$ cat config.mk
export PLATFORM = sky130hd
export DESIGN_NAME = stream_demux
export DESIGN_NICKNAME = d
export VERILOG_FILES = /design/src/rtl/demux_pkg.sv /design/src/rtl/demux_out_slot.sv /design/src/rtl/stream_demux.sv
export SDC_FILE = /design/constraint.sdc
export NUM_CORES = 1
export LEC_CHECK = 0
export ABC_AREA = 1
export BUFFER_PORTS_ARGS = -buffer_cell sky130_fd_sc_hd__buf_4
export CAP_MARGIN = 20
export CELL_PAD_IN_SITES_DETAIL_PLACEMENT = 1
export CELL_PAD_IN_SITES_GLOBAL_PLACEMENT = 1
export CORE_ASPECT_RATIO = 1.25
export CORE_MARGIN = 10
export CORE_UTILIZATION = 36
export CTS_CLUSTER_DIAMETER = 50
export DETAILED_ROUTE_END_ITERATION = 8
export HOLD_SLACK_MARGIN = 0.15
export PLACE_DENSITY_LB_ADDON = 0.1
export SYNTH_ARGS = -nofsm -noshare
export SYNTH_HDL_FRONTEND = slang
export SYNTH_SLANG_ARGS = --single-unit
export TNS_END_PERCENT = 1
$ cat constraint.sdc
create_clock -name clk -period 1.32 [get_ports clk]
set_clock_uncertainty 0.1 [all_clocks]
set_input_delay 0.132 -clock clk [delete_from_list [all_inputs] [get_ports clk]]
set_output_delay 0.132 -clock clk [all_outputs]
set_load 0.01 [all_outputs]
$ cat src/rtl/demux_pkg.sv
// Shared types and helpers for the stream demultiplexer.
// Optional feature: DEMUX_STATS_EN adds per-output transfer counters.
package demux_pkg;

  localparam int CNT_W = 16;

  typedef enum logic {
    EMPTY = 1'b0,
    FULL  = 1'b1
  } slot_state_t;

  function automatic logic sel_legal(
    input logic [31:0] sel,
    input int unsigned n
  );
    return sel < n;
  endfunction

endpackage

$ cat src/rtl/demux_out_slot.sv
// One-entry output holding register with EMPTY/FULL state.
// DEMUX_STATS_EN adds a saturating delivered-word counter.
module demux_out_slot
  import demux_pkg::*;
#(
  parameter int DATA_W = 8
) (
  input  logic              clk,
  input  logic              rst_n,
  input  logic              load,
  input  logic [DATA_W-1:0] data,
  input  logic              ready,
  output logic              valid,
  output logic [DATA_W-1:0] q,
  output logic              full
`ifdef DEMUX_STATS_EN
  ,
  output logic [CNT_W-1:0]  count
`endif
);

  slot_state_t state;

  always_ff @(posedge clk or negedge rst_n) begin
    if (!rst_n) begin
      state <= EMPTY;
      q     <= '0;
    end else begin
      case (state)
        EMPTY:   if (load) state <= FULL;
        FULL:    if (!load && ready) state <= EMPTY;
        default: state <= EMPTY;
      endcase
      // old word leaves in the same edge a new one arrives
      if (load) q <= data;
    end
  end

  assign full  = (state == FULL);
  assign valid = full;

`ifdef DEMUX_STATS_EN
  always_ff @(posedge clk or negedge rst_n) begin
    if (!rst_n) begin
      count <= '0;
    end else if (valid && ready && count != '1) begin
      count <= count + CNT_W'(1);
    end
  end
`endif

endmodule

$ cat src/rtl/stream_demux.sv
// 1-to-N registered stream demux with per-output holding slots.
// Optional feature: DEMUX_STATS_EN adds the out_count port.
module stream_demux
  import demux_pkg::*;
#(
  parameter int DATA_W = 8,
  parameter int N_OUT  = 2,
  parameter int SEL_W  = 1
) (
  input  logic                    clk,
  input  logic                    rst_n,
  input  logic                    in_valid,
  output logic                    in_ready,
  input  logic [DATA_W-1:0]       in_data,
  input  logic [SEL_W-1:0]        in_sel,
  output logic [N_OUT-1:0]        out_valid,
  input  logic [N_OUT-1:0]        out_ready,
  output logic [N_OUT*DATA_W-1:0] out_data,
  output logic                    drop_err
`ifdef DEMUX_STATS_EN
  ,
  output logic [N_OUT*CNT_W-1:0]  out_count
`endif
);

  localparam int N_SEL = 2 ** SEL_W;

  logic [N_OUT-1:0] full;
  logic [N_OUT-1:0] load;
  logic [N_SEL-1:0] full_pad;
  logic [N_SEL-1:0] rdy_pad;
  logic             legal;
  logic             xfer;

  // pad to the full select range so an illegal index never reads out of bounds
  always_comb begin
    full_pad             = '0;
    rdy_pad              = '0;
    full_pad[N_OUT-1:0]  = full;
    rdy_pad[N_OUT-1:0]   = out_ready;
  end

  assign legal    = sel_legal(32'(in_sel), N_OUT);
  assign in_ready = !legal || !full_pad[in_sel] || rdy_pad[in_sel];
  assign xfer     = in_valid && in_ready;

  always_ff @(posedge clk or negedge rst_n) begin
    if (!rst_n) begin
      drop_err <= 1'b0;
    end else if (xfer && !legal) begin
      drop_err <= 1'b1;
    end
  end

  for (genvar i = 0; i < N_OUT; i++) begin : g_slot
    assign load[i] = xfer && legal && (in_sel == SEL_W'(i));

    demux_out_slot #(
      .DATA_W (DATA_W)
    ) u_slot (
      .clk   (clk),
      .rst_n (rst_n),
      .load  (load[i]),
      .data  (in_data),
      .ready (out_ready[i]),
      .valid (out_valid[i]),
      .q     (out_data[i*DATA_W +: DATA_W]),
      .full  (full[i])
`ifdef DEMUX_STATS_EN
      ,
      .count (out_count[i*CNT_W +: CNT_W])
`endif
    );
  end

endmodule

### Yosys cells after proc, flatten, opt, wreduce, memory -nomap -nowiden

Cells that the tools add are included.

| word-level totals | value |
|---|---|
| output and inout bits | 20 |
| word-level logic and storage cells | 27 |
| register bits | 18 |
| bits of input ports | 14 |

| cells by class | value |
|---|---|
| muxes and demuxes | 10 |
| bitwise logic cells | 3 |
| magnitude comparators | 1 |
| reductions and logical operators | 9 |

Operators by type and width:

| cell | count |
|---|---|
| 1-bit 2-to-1 mux | 8 |
| 1-bit logical AND | 5 |
| 1-bit case mux with 2 select lines | 2 |
| 1-bit logical NOT | 3 |
| 1-bit inverter | 3 |
| 1-bit by 2-bit < comparator with 1-bit output, second input constant | 1 |
| 1-bit logical OR | 1 |

### Logic depth before layout (Yosys ltp)

Gate-level depths: netlist (run 1).

| depth | value |
|---|---|
| word-level depth | 10 |
| gate-level depth with buffers | 5 |

### Modules after synthesis

From an unflattened synthesis (run 1), not the netlist that was laid out.

| unflattened totals | value |
|---|---|
| cells, all modules | 91 |
| area, all modules | 750.7 sq um |

By module, submodules not included:

| module | times used | cells each | area each (sq um) | sequential area each (sq um) |
|---|---|---|---|---|
| demux_out_slot | 2 | 39 | 349.1 | 225.2 |
| stream_demux | 1 | 13 | 52.6 | 0.0 |

### Least setup slack after synthesis (run 1)

No wires, ideal clock.

| timing | value |
|---|---|
| path type | register to output |
| start point | reg g_slot[0].u_slot.state |
| end point | out in_ready |
| stages on the path, launching flop included | 5 |
| buffers on the path | 1 |
| setup slack | 0.337 ns |
| arrival | 0.751 ns |
| cells stage by stage | dfrtp_1 > nand2_2 > buf_4 > nand2_1 > nand2_1 |

| between the ends | value |
|---|---|
| longest elaborated chain between the ends | 4 |

RTL lines:

| item | RTL line | text |
|---|---|---|
| start, declared | demux_out_slot.sv:22 | `slot_state_t state;` |
| start signal, assigned | demux_out_slot.sv:26 | `state <= EMPTY;` |
| start signal, assigned | demux_out_slot.sv:30 | `EMPTY: if (load) state <= FULL;` |
| start signal, assigned | demux_out_slot.sv:31 | `FULL: if (!load && ready) state <= EMPTY;` |
| 1-bit 2-to-1 mux (not written as such) (2 in a row) | stream_demux.sv:44 | `assign in_ready = !legal \|\| !full_pad[in_sel] \|\| rdy_pad[in_sel];` |
| 1-bit logical NOT | stream_demux.sv:44 |  |
| 1-bit logical OR | stream_demux.sv:44 |  |
| end, declared | stream_demux.sv:13 | `output logic in_ready,` |

Every way passes these cells. The select of a mux whose other input is x is not followed.

### Worst setup path in the final report (run 1)

| timing | value |
|---|---|
| start point | in in_sel |
| end point | reg g_slot[1].u_slot.q[1] |

| between the ends | value |
|---|---|
| longest elaborated chain between the ends | 6 |
| elaborated cells between the ends (all ways) | 8 |

RTL lines:

| item | RTL line | text |
|---|---|---|
| start, declared | stream_demux.sv:15 | `input logic [SEL_W-1:0] in_sel,` |
| 1-bit 2-to-1 mux (not written as such) (2 in a row) | stream_demux.sv:44 |  |
| 1-bit logical NOT | stream_demux.sv:44 |  |
| 1-bit logical OR | stream_demux.sv:44 |  |
| 1-bit logical AND | stream_demux.sv:45 | `assign xfer = in_valid && in_ready;` |
| 1-bit logical AND * | stream_demux.sv:56 | `assign load[i] = xfer && legal && (in_sel == SEL_W'(i));` |
| end signal, assigned | demux_out_slot.sv:35 | `if (load) q <= data;` |
| end, declared | demux_out_slot.sv:14 | `output logic [DATA_W-1:0] q,` |

Mark *: on every way between the ends. The rest lies on a longest branch, timed or not. The select of a mux whose other input is x is not followed.
A chain may end at the register's enable or synchronous reset.

==> results.md, run 1 <==
* Outcome: finished clean
* Final Hold Vio Count at 0
* Global-route total usage across every layer at 11.4%
* Reg2Reg Depth at 5
* Antenna violations before repair at 0
* Crit-path cells: buf_4 -> dlygate4sd3_1 -> nand3_4 -> nand2_1 -> nand2_1
* First-pass GRT wire length at 4350 um
* Sequential share of the synthesized area at 54.1%
* R2r endpoint: g_slot[1].u_slot.q[1]
* Syn_nets at 101
* Fin crit share at 95.1%
* Crit path largest cell delay at 0.77 ns
* Layout area overhead at 48.9%
* Vias in the first global route at 856
* CP max stage cell: dlygate4sd3_1
* Fmax at 797 MHz
* N_diodes at 0
* Slew Viols, Final at 0
* # port buffers at 32
* CTS Buf Count at 3
* Setup Crit Path Kind: input port to register
* Setup violators final at 0
* Initial drt markers at 25
* Synth Warn # at 0
* Final Util at 56.0%
* Clock period minus final worst setup slack at 1.26 ns
* Peak supply drop at 710 uV
* Via density at 4.73
* Yosys cell types at 11
* Hold slack at 0.181 ns
* Post-DP HPWL at 1750 um
* GP Congestion at 0.740
* Starting Density at 37.6%
* Setup_tns at 0 ns
* Number of stages on the worst hold path at 5
* Max Cap Viol at 0
* Die area at 4650 um^2
* Crit Path Max Fanout at 9
* HP Start: out_ready[1]
* Crit path capture type: register
* Post-Place Cells at 142
* Worst min path class: input port to register
* Die Width at 63 um
* Largest net degree at the start of global routing at 19
* CP required at 1.41 ns
* PwrDens at 1160 nW/um^2
* Startpoint types: input port
* Most common cell after layout, fill and taps aside: nand2_1
* Die height at 73.8 um
* Clock Latency Late Sink at 0.29 ns
* Drt wl/cell at 15.0 um
* Worst path buffer plus inverter count at 2
* Post-route DRC violation count at 0
* Share of cells above drive strength 1 at 33.6%
* Mapped Cells at 87
* Clk slew on worst S/H paths at 0.11 ns
* CP dominant cell by count: nand2_1
* Core area at 2210 um^2
* Critical path's top delay family: buffers and inverters
* Final WL at 2430 um
* CTS tree: built
* Number of H-tree levels at 1
* Root buffer cell: clkbuf_4
* Final nets at 146
* Worst reg2reg path startpoint: g_slot[1].u_slot.full
* Commonest non-fill, non-tap cells in the layout: nand2_1, buf_4, dfrtp_1
* Clock sink total at 18
* Syn Std Cell Area at 832 um^2
* Vias after detailed routing at 767
* Finished Layout Cells at 162
* Max Buffers Root-to-Sink at 2
* Row cnt at 19
* Drt pass-1 iters at 4
* Final ANT Viol Nets at 0
* Avg Inst Size Synth at 9.56 um^2
* Flop2flop setup slack at 0.16 ns
* Grt total ovfl at 0
* # IOs at 34
* Leakage Power at 0.666 nW
* Number of synthesized register bits at 18
* CP Data Arrival Time at 1.35 ns
* Hold path endpoint: g_slot[1].u_slot.full
-- worst reg2reg max path, cell delays in order, from the launching register on --
cell     delay (ns)
dfrtp_1        0.42
nand2_4        0.07
buf_4          0.17
nand3_4        0.13
nand2_1        0.11
nand2_1        0.06
-- area by class of cell --
type                            count  area, um^2
Inverter                            3        11.3
Timing Repair Buffer               48         399
Tap cell                           31        38.8
Clock buffer                        4        36.3
Fill cell                         283         972
Sequential cell                    18         450
Multi-Input combinational cell     58         303
-- worst max-delay path by stage --
stage	end	slack [ns]	start	depth (start not counted)
2_1_floorplan	in_ready	0.34	g_slot[0].u_slot.full	4
3_3_place_gp	g_slot[0].u_slot.q[3]	0.24	g_slot[0].u_slot.full	4
3_5_place_dp	g_slot[0].u_slot.q[3]	0.19	g_slot[0].u_slot.full	4
4_1_cts	in_ready	0.04	g_slot[0].u_slot.full	4
5_1_grt	g_slot[1].u_slot.q[1]	-0.003	in_sel	5
6_report	g_slot[1].u_slot.q[1]	0.06	in_sel	5
-- per-layer routing --
| metal | up-vias | global-route usage, % | wire length (um) |
|---|---|---|---|
| met2 | 20 | 18.4 | 1250 |
| met4 | 0 | 5.22 | 33 |
| met5 | - | 0 | 0 |
| met3 | 4 | 3.04 | 102 |
| li1 | 373 | - | - |
| met1 | 370 | 13.8 | 1050 |
-- sequential cells by signal, indices dropped and copies added (netlist names) --
register            count
g_slot.u_slot.q        16
g_slot.u_slot.full      2
-- synth_stat cells, drive strengths merged --
master	instances	area [um^2]
buf	8	80.1
conb	1	3.75
dfrtp	18	450
inv	3	11.3
nand2	39	151
nand3	2	35.0
nand4	16	100
-- logic make-up (layout without fill, tap and decap cells) --
| logic type | after synthesis | after routing | synth area share, % |
|---|---|---|---|
| buffers and inverters | 11 | 55 | 11.0 |
| flip-flops | 18 | 18 | 54.1 |
| other | 1 | 1 | 0.451 |
| AND/OR/NAND/NOR | 57 | 57 | 34.4 |
-- power by group --
part	internal, W	total, W	switching [W]
Sequential	0.000635	0.000684	0.0000497
Combinational	0.000209	0.000412	0.000203
Clock	0.000168	0.000347	0.000179
Total	0.00101	0.00144	0.000431
-- repair_timing --
item                                    in CTS  in global routing
endpoints found under the setup margin       1                  1
hold endpoints to repair                    35                  0
pin swaps                                    2                  0
resized for setup                            2                  2
hold buffers                                14                  0
setup buffers                                2                  0
-- through the flow --
stage,cell area (um^2),total power [W],setup WS [ns]
after CTS,1230,0.00146,0.0423
after global placement,1030,0.00106,0.238
after detailed placement,1030,0.00107,0.191
after floorplan,832,0.000873,0.337
after global routing,1240,0.00154,-0.00256
final,1240,0.00144,0.0646
No activity file was read; power rests on OpenSTA's default activity.
==> run 2: changes to the inputs <==
Settings changed: ABC_AREA 1 to 0, CORE_UTILIZATION 36 to 38.
==> results.md, run 2 <==
* Most common cell after layout, fill and taps aside: buf_4
* Top Layer Used: met3
* Clock Latency Late Sink at 0.27 ns (-0.02 ns)
* Mapped Cells at 49 (-44%)
* Number of synthesized register bits at 18 (unchanged)
* PwrDens at 1170 nW/um^2 (+0.50%)
* CP max stage cell: dfrtp_1
* Drt pass-1 iters at 2 (-2)
* Max Buffers Root-to-Sink at 2 (unchanged)
* Sequential cell area at 450 um^2 (unchanged)
* Die Width at 61.0 um (-3.1%)
* Leading area contributor after synthesis: dfrtp_1
* Layout area overhead at 52.1%
* Setup Crit Path Kind: register to output pin
* Final nets at 113 (-23%)
* Antenna violations before repair at 0 (unchanged)
* Final WL at 2030 um (-16%)
* CTS tree: built
* Clk slew on worst S/H paths at 0.10 ns (about the same)
* First-pass GRT wire length at 3390 um (-22%)
* Global-route total usage across every layer at 9.71% (-1.7 points)
* Post-synth EDFFs at 0 (unchanged)
* CP Data Arrival Time at 1.25 ns (-0.10 ns)
* Starting Density at 40.3% (+2.7 points)
* Unrepaired setup endpoints after global routing: yes
* Clock period minus final worst setup slack at 1.48 ns (+0.229 ns)
* Startpoint types: register
* Drt wl/cell at 17.4 um (+16%)
* Final ANT Viol Nets at 0 (unchanged)
* Max Cap Viol at 0 (unchanged)
* Fmax at 674 MHz (-15%)
* Vias after detailed routing at 542 (-29%)
* Post-synth top cells: dfrtp_1, mux2_2, mux2_4
* CP required at 1.09 ns (-0.32 ns)
* Peak supply drop at 706 uV (-0.52%)
* Via density at 4.63 (-2.2%)
* Async S/R FF share, synth at 100% (unchanged)
* Worst path buffer plus inverter count at 2 (unchanged)
* Synth top area cells: dfrtp_1, mux2_4, mux2_2
* Most frequent cell after synthesis: dfrtp_1
* Max reg flops at 16 (unchanged)
* Critical path's top delay family: flip-flops
* Core area at 1980 um^2 (-10%)
* Initial drt markers at 3 (-88%)
* R2r endpoint: g_slot[1].u_slot.q[2]
* Share of cells above drive strength 1 at 63.9% (+30 points)
* Flop2flop setup slack at -0.16 ns (-0.32 ns)
* Root buffer cell: clkbuf_4
* Fin crit share at 112% (+17 points)
* Setup WS post-layout at -0.164 ns (-0.229 ns)
* Tot Pwr at 0.00142 W (-1.3%)
* Crit path capture type: output pin
* Syn Std Cell Area at 800 um^2 (-3.9%)
* Filler instances at 196 (-31%)
* Worst reg2reg path startpoint: g_slot[1].u_slot.full
* Slew Viols, Final at 0 (unchanged)
* Sequential share of the synthesized area at 56.3% (+2.2 points)
* # port buffers at 32 (unchanged)
* Outcome: finished with violations
* Synth Warn # at 0 (unchanged)
* Setup WS pre-CTS at -0.0497 ns (-0.241 ns)
* Grt total ovfl at 0 (unchanged)
* Leakage Power at 0.605 nW (-9.3%)
* Syn_nets at 63 (-38%)
* Row cnt at 18 (-1)
* # IOs at 34 (unchanged)
* Die height at 71.3 um (-3.3%)
* Largest net degree at the start of global routing at 19 (unchanged)
* GP Congestion at 0.710 (-4.2%)
* Yosys cell types at 14 (+3)
* Avg Inst Size Synth at 16.3 um^2 (+71%)
* Predominant post-synthesis flop cell: dfrtp_1
* Vias in the first global route at 667 (-22%)
* Reg2Reg Depth at 4 (-1)
* Met1 WL at 818 um (-22%)
* Worst min path class: input port to async pin
* Metal2 WL at 993 um (-21%)
* N_diodes at 0 (unchanged)
* Crit Path Max Fanout at 2 (-7)
* CTS Buf Count at 3 (unchanged)
* Number of H-tree levels at 1 (unchanged)
* Area share of the largest cell type after synthesis at 56.3% (+2.2 points)
* Failing checks: negative setup slack
* Final Hold Vio Count at 0 (unchanged)
* Most flops, register: g_slot.u_slot.q
* Die area at 4350 um^2 (-6.4%)
* Post-DP HPWL at 1460 um (-16%)
* Setup violators final at 10 (+10)
* Multi-input logic area at 310 um^2 (+2.5%)
* WL met3 at 221 um (+120%)
* Commonest non-fill, non-tap cells in the layout: buf_4, dfrtp_1, dlygate4sd3_1
* Post-route DRC violation count at 0 (unchanged)
* Crit path largest cell delay at 0.40 ns (-0.37 ns)
* Crit-path cells: and2b_2 -> buf_6 -> a21oi_2 -> buf_4
* Clock sink total at 18 (unchanged)
## run 2: cell count changes in the layout (fill, tap and decap cells not counted), moves of 3 or more
| cell | before | now |
|---|---|---|
| mux2_4 | 0 | 8 |
| dlygate4sd3_1 | 14 | 11 |
| mux2_2 | 0 | 8 |
| nand4_1 | 16 | 0 |
| nand2_1 | 36 | 2 |
## run 2: report_power, final
group | internal (W) | total, W | leakage, nW | switching (W)
clock | 0.000105 | 0.000257 | 0.0138 | 0.000152
combinational | 0.000293 | 0.000467 | 0.378 | 0.000174
sequential | 0.000646 | 0.000699 | 0.212 | 0.0000536
## run 2: cells by family (layout without fill, tap and decap cells)
group	count (synthesis)	count (layout)	share of synthesized area [%]
other	1	1	0.469
AOI/OAI and AO/OA	1	1	0.625
muxes	16	16	26.3
DFF	18	18	56.3
buffers and inverters	4	52	5.32
and+or+nand+nor	9	9	11.0
## run 2: what timing repair did
item | 4_1_cts | 5_1_grt
gates cloned | 0 | 0
gates resized for setup | 3 | 1
hold buffers | 12 | 0
pin swaps | 2 | 0
hold endpoints to repair | 36 | 0
endpoints found under the setup margin | 14 | 18
buffers inserted | 1 | 0
## run 2: worst max path at each step
stage / from / to / depth (start not counted)
finish: g_slot[1].u_slot.full / in_ready / 4
global route: g_slot[1].u_slot.full / in_ready / 4
CTS: g_slot[1].u_slot.full / in_ready / 4
detailed placement: g_slot[1].u_slot.full / g_slot[1].u_slot.q[0] / 3
global placement: g_slot[1].u_slot.full / g_slot[1].u_slot.q[4] / 3
floorplan: g_slot[1].u_slot.full / g_slot[1].u_slot.q[0] / 3
## run 2: stage by stage
step	utilization [%]	cells	instance area (um^2)	hold WS, ns	TNS [ns]
floorplan	-	49	800	-0.264	0
finish	61.4	117	1220	0.173	-1.41
global route	61.4	117	1220	0.177	-2.20
CTS	61.2	117	1210	0.156	-1.26
detailed placement	53.1	101	1050	-0.0848	-0.352
global placement	53.1	101	1050	-0.0834	-0.0864
## run 2: area by class of cell
class	count	area share (%)
well taps	20	2.06
flip-flops and latches	18	37.0
repair buffers	49	33.5
clock buffers	3	1.85
multi-input cells	27	25.5
## run 2: worst reg2reg max path, cell delays in order (launching register included)
cell	delay, ns
dfrtp_1	0.40
and2b_2	0.22
buf_4	0.15
nor2_8	0.15
mux2_2	0.36
## run 2: metal layers
metal  global-route usage (%)  vias up
met1                     11.4      258
met5                        0        -
met4                    0.733        0
met3                     4.76        0
li1                         -      258
met2                     16.1       26
